<file path="config.mk">
export PLATFORM = sky130hd
export DESIGN_NAME = oled_i2c_target
export DESIGN_NICKNAME = d
export VERILOG_FILES = /design/src/rtl/oled_i2c_target.sv
export SDC_FILE = /design/constraint.sdc
export NUM_CORES = 1
export LEC_CHECK = 0
export CORE_ASPECT_RATIO = 0.6
export CORE_UTILIZATION = 61
export CTS_CLUSTER_DIAMETER = 200
export DETAILED_ROUTE_END_ITERATION = 16
export DONT_BUFFER_PORTS = 1
export HOLD_SLACK_MARGIN = 0.06
export PLACE_DENSITY = 0.86
export SYNTH_ARGS = -nofsm -noshare
export SYNTH_HDL_FRONTEND = slang
export SYNTH_SLANG_ARGS = --single-unit
</file>
<file path="constraint.sdc">
create_clock -name clk -period 2.1 [get_ports clk]
set_input_delay 0.21 -clock clk [delete_from_list [all_inputs] [get_ports clk]]
set_output_delay 0.21 -clock clk [all_outputs]
set_load 0.02 [all_outputs]
</file>
<file path="src/rtl/oled_i2c_target.sv">
// oled_i2c_target: write-only I2C target that splits SSD1306 control bytes from payload and strobes each payload byte
module oled_i2c_target #(
  parameter logic [6:0] ADDR = 7'h3C,
  parameter int SYNC_STAGES = 2
) (
  input  logic       clk,
  input  logic       reset,
  input  logic       sda_i,
  output logic       sda_o,
  output logic       sda_t,
  input  logic       scl_i,
  output logic       scl_o,
  output logic       scl_t,
  output logic       byte_valid,
  output logic [7:0] byte_data,
  output logic       byte_is_data,
  output logic       xfer_active,
  output logic [7:0] nack_count
);
  typedef enum logic [2:0] {
    S_IDLE, S_ADDR, S_ADDR_ACK, S_CTRL, S_CTRL_ACK, S_DATA, S_DATA_ACK, S_IGNORE
  } state_t;
  state_t state_q;
  logic [SYNC_STAGES-1:0] scl_sync_q, sda_sync_q;
  logic scl_dly_q, sda_dly_q, scl_s, sda_s;
  logic scl_rise, scl_fall, start, stop;
  logic [7:0] shift_q, byte_data_q, nack_count_q;
  logic [3:0] cnt_q;
  logic co_q, sda_t_q, byte_valid_q, byte_is_data_q, xfer_active_q;
  assign scl_s = scl_sync_q[SYNC_STAGES-1];
  assign sda_s = sda_sync_q[SYNC_STAGES-1];
  assign scl_rise = scl_s & ~scl_dly_q;
  assign scl_fall = ~scl_s & scl_dly_q;
  assign start = scl_s & scl_dly_q & sda_dly_q & ~sda_s;
  assign stop = scl_s & scl_dly_q & ~sda_dly_q & sda_s;
  assign sda_o = 1'b0;
  assign scl_o = 1'b0;
  assign scl_t = 1'b1;
  assign sda_t = sda_t_q;
  assign byte_valid = byte_valid_q;
  assign byte_data = byte_data_q;
  assign byte_is_data = byte_is_data_q;
  assign xfer_active = xfer_active_q;
  assign nack_count = nack_count_q;
  always_ff @(posedge clk or negedge reset) begin
    if (!reset) begin
      scl_sync_q <= '1;
      sda_sync_q <= '1;
      scl_dly_q <= 1'b1;
      sda_dly_q <= 1'b1;
      state_q <= S_IDLE;
      shift_q <= '0;
      cnt_q <= '0;
      co_q <= 1'b0;
      sda_t_q <= 1'b1;
      byte_valid_q <= 1'b0;
      byte_data_q <= '0;
      byte_is_data_q <= 1'b0;
      xfer_active_q <= 1'b0;
      nack_count_q <= '0;
    end else begin
      scl_sync_q <= {scl_sync_q[SYNC_STAGES-2:0], scl_i};
      sda_sync_q <= {sda_sync_q[SYNC_STAGES-2:0], sda_i};
      scl_dly_q <= scl_s;
      sda_dly_q <= sda_s;
      byte_valid_q <= 1'b0;
      if (start) begin
        state_q <= S_ADDR;
        cnt_q <= '0;
        sda_t_q <= 1'b1;
        xfer_active_q <= 1'b0;
      end else if (stop) begin
        state_q <= S_IDLE;
        sda_t_q <= 1'b1;
        xfer_active_q <= 1'b0;
      end else begin
        case (state_q)
          S_ADDR, S_CTRL, S_DATA: begin
            if (scl_rise && cnt_q != 4'd8) begin
              shift_q <= {shift_q[6:0], sda_s};
              cnt_q <= cnt_q + 4'd1;
            end else if (scl_fall && cnt_q == 4'd8) begin
              // Byte complete: the ACK slot starts on this falling edge
              cnt_q <= '0;
              if (state_q == S_ADDR) begin
                if (shift_q == {ADDR, 1'b0}) begin
                  sda_t_q <= 1'b0;
                  xfer_active_q <= 1'b1;
                  state_q <= S_ADDR_ACK;
                end else begin
                  nack_count_q <= nack_count_q + {7'd0, nack_count_q != 8'hFF};
                  state_q <= S_IGNORE;
                end
              end else if (state_q == S_CTRL) begin
                co_q <= shift_q[7];
                byte_is_data_q <= shift_q[6];
                sda_t_q <= 1'b0;
                state_q <= S_CTRL_ACK;
              end else begin
                byte_valid_q <= 1'b1;
                byte_data_q <= shift_q;
                sda_t_q <= 1'b0;
                state_q <= S_DATA_ACK;
              end
            end
          end
          S_ADDR_ACK, S_CTRL_ACK, S_DATA_ACK: begin
            if (scl_fall) begin
              sda_t_q <= 1'b1;
              state_q <= (state_q == S_ADDR_ACK) ? S_CTRL :
                         (state_q == S_CTRL_ACK) ? S_DATA :
                         co_q ? S_CTRL : S_DATA;
            end
          end
          default: ;
        endcase
      end
    end
  end
endmodule

</file>
==> flow_summary.toml <==
[floorplanning]
coreArea_um2 = 2928
die_w_um = 74.16
die-area_um2 = 3359
start_util_pct = 65.09
die_h_um = 45.30
rows = 15
ioPinCount = 27

[clock_network]
cts_sinks = 42
clock-root-buffer = "clkbuf_8"
htree_num_levels = 2
clkTransAtPathRegs_ps = 70
cts_setup_buffers = 0
cts_tree = "done"
clkLatencyLatePin_ps = 290
cts_buffers = 5
clock_path_buffers = 2

[setup_path]
timing.rr.start = "cnt_q[0]"
worstPathArrival_ps = 2200
r2r_setup_slack_ps = 100
end_kind = "flip-flop"
r2r_end = "nack_count[4]"
cp_data_required_time_ps = 2300
critPathLaunchType = "flip-flop"
reg2reg_depth = 6
crit_type = "flip-flop to flip-flop"
cp_max_fo = 8

[drt]
drtIter0Drc = 140
wire_per_inst_um = 17.55
vias = 1348
avgViaCountPerCell = 6.127
drtPass1Iterations = 4
drtAntennaViolNets = 0
drt-total-wl_mm = 3.862
drcViolationCount = 0

[pwr]
p_total_mw = 1.618
p_int_mw = 1.198
p_seq_share_pct = 57.5
p_sw_share_pct = 25.99
p_sw_mw = 0.4207
p_clk_share_pct = 32.6
vdd_drop_max_mv = 0.4946
pwr-share-comb_pct = 10.0
powerDensity_nw_per_um2 = 769.0
leakagePower_nw = 0.9753

[sta]
max_slew.worst_pin.slew_ps = 515.2
setup_tns_ps = 0
fin_crit_ps = 1995
final.setup_skew_ps = 4.151
rsz0062_at_grt = "false"
fin_ws_ps = 105.0
drv_slew = 0
final_hold_viol_count = 0
slew_headroom_pct = 65.65
setup_viol = 0
post-route-period-util_pct = 95.00
fmax_mhz = 501.2

[final_layout]
fillCellCount = 217
nets = 185
area_delta_synth_final_pct = 10.44
layout_common_cells = "35 x dfrtp_1, 30 x nand2_1, 12 x mux2_2"
drive_gt1_share_pct = 20.79
final_common_cell = "dfrtp_1"
insertedDiodeCount = 0

[yosys]
synth-edff-count = 0
syn_inst = 167
synth_area_um2 = 1906
async_reset_ff_share_pct = 100.0
synth_xor_area_share_pct = 3.217
synth.distinct_cells = 43
synthTopCellsByArea = "dfrtp_1 46%, dfstp_2 9.7%, mux2_2 7.1%"
synth-simple-area-share_pct = 17.47
synth_flop_cell = "dfrtp_1"
synthAdderAreaFrac_pct = 2.626
yosys.area.top_type_share_pct = 45.96
syn_area_per_cell_um2 = 11.41
synth-seq-cells = 42
muxShareOfSynthArea_pct = 8.142
yosysWarningCount = 0
synth_compound_area_share_pct = 9.521
synth_top_family_by_area = "simple AND/OR/NAND/NOR gates"
yosys.area.top_type = "dfrtp_1"
synth_seq_area_share_pct = 55.61

[min_path]
holdPathEnd = "scl_sync_q[1]"
min_from = "scl_sync_q[0]"
holdPathStages = 0
hold_class = "flip-flop to flip-flop"

[job]
maxCapViolCount = 0

[outcome]
status = "finished clean"

[place]
numPortBuffers = 0
place_hpwl_mm = 2.752
place_congestion = 0.8954
place_ws_ps = 111.0

[global_route]
groute.usage.overall_pct = 26.16
antenna_found_initial = 0
grt_max_degree = 43
grt_pass1_vias = 1349
overflow = 0
grt_pass1_wl_mm = 6.161
layout make-up:
class,instances,area (µm²),area share [%]
multi-input combinational,114,798.3,37.93
clock buffer,7,86.33,4.102
sequential,42,1060,50.36
clock inverter,1,5.005,0.2378
inverter,6,22.52,1.070
tap,42,52.55,2.497
timing repair buffer,8,80.08,3.805
what timing repair did:
item | in CTS | in global routing
endpoints found under the setup margin | 0 | 9
hold buffers | 4 | 0
resized for setup | 0 | 2
endpoints found under the hold margin | 44 | 0
cells in the mapped netlist, types with 2 or more instances:
master    count
xnor2_1       7
nand3_1       5
clkbuf_1      2
o21ai_0       5
ha_1          4
dfrtp_1      35
o21bai_1      2
mux2_2       12
nor2_1        6
inv_1         6
and3_1        2
a22o_1        2
nand2_1      30
nand4_1       4
mux2i_1       2
nor3_1        2
nand3b_1      3
a41oi_1       2
dfstp_2       7
nand2b_1      2
o32ai_1       2
conb_1        2
buf_4         3
critical path, stage by stage, from the launching register on:
cell and delay, ps:
dfrtp_1 440, inv_1 80, ha_1 150, nand3b_1 240, a2111oi_4 560, nand4_1 210
xnor2_1 220
cell families (layout without fill, tap and decap cells):
group / after synthesis / in the layout
buffers and inverters: 12 / 22
XOR/XNOR: 7 / 7
other: 2 / 3
flip-flops: 42 / 42
AO/OA/AOI/OAI: 22 / 22
AND/OR/NAND/NOR: 64 / 64
multiplexers: 14 / 14
adder cells (fa/ha/maj): 4 / 4
through the flow:
step	instances	util, %	hold slack (ps)	cell area (µm²)
after floorplan	168	-	-85.59	1909
after global placement	208	66.84	-84.21	1957
after detailed placement	208	66.84	-84.54	1957
after CTS	220	71.67	365.1	2098
after global routing	220	71.88	366.7	2105
final	220	71.88	362.8	2105
worst max-delay path by stage:
stage                     to  slack, ps     start  cells past startpoint
3_5_place_dp    byte_data[0]        110  cnt_q[0]                      6
2_1_floorplan   byte_data[0]        250  cnt_q[0]                      7
5_1_grt        nack_count[4]          3  cnt_q[0]                      6
3_3_place_gp    byte_data[7]        180  cnt_q[0]                      6
4_1_cts         byte_data[7]         90  cnt_q[0]                      6
6_report       nack_count[4]        100  cnt_q[0]                      6
routing by layer:
layer	vias to the layer above	track usage (%)	part of all wire, %
li1	600	-	-
met1	674	30.94	41
met2	61	44.00	50
met3	13	7.143	6.6
met4	0	15.00	2.3
met5	-	0	0
sequential cells by signal, indices dropped and copies added, names as in the netlist:
signal / cells
byte_is_data: 1
scl_dly_q: 1
shift_q: 8
byte_data: 8
byte_valid: 1
nack_count: 8
sda_dly_q: 1
cnt_q: 4
xfer_active: 1
scl_sync_q: 2
co_q: 1
sda_t: 1
sda_sync_q: 2
state_q: 3
power by group through the flow:
| stage | combinational [mW] | clock, mW | sequential (mW) |
|---|---|---|---|
| 6_report | 0.162 | 0.527 | 0.930 |
| 5_1_grt | 0.182 | 0.578 | 0.936 |
| 4_1_cts | 0.162 | 0.537 | 0.926 |
| 3_5_place_dp | 0.137 | 0 | 0.941 |
| 3_3_place_gp | 0.122 | 0 | 0.933 |
| 2_1_floorplan | 0.112 | 0 | 0.922 |
Note: power is estimated with default switching activity, not from simulation.
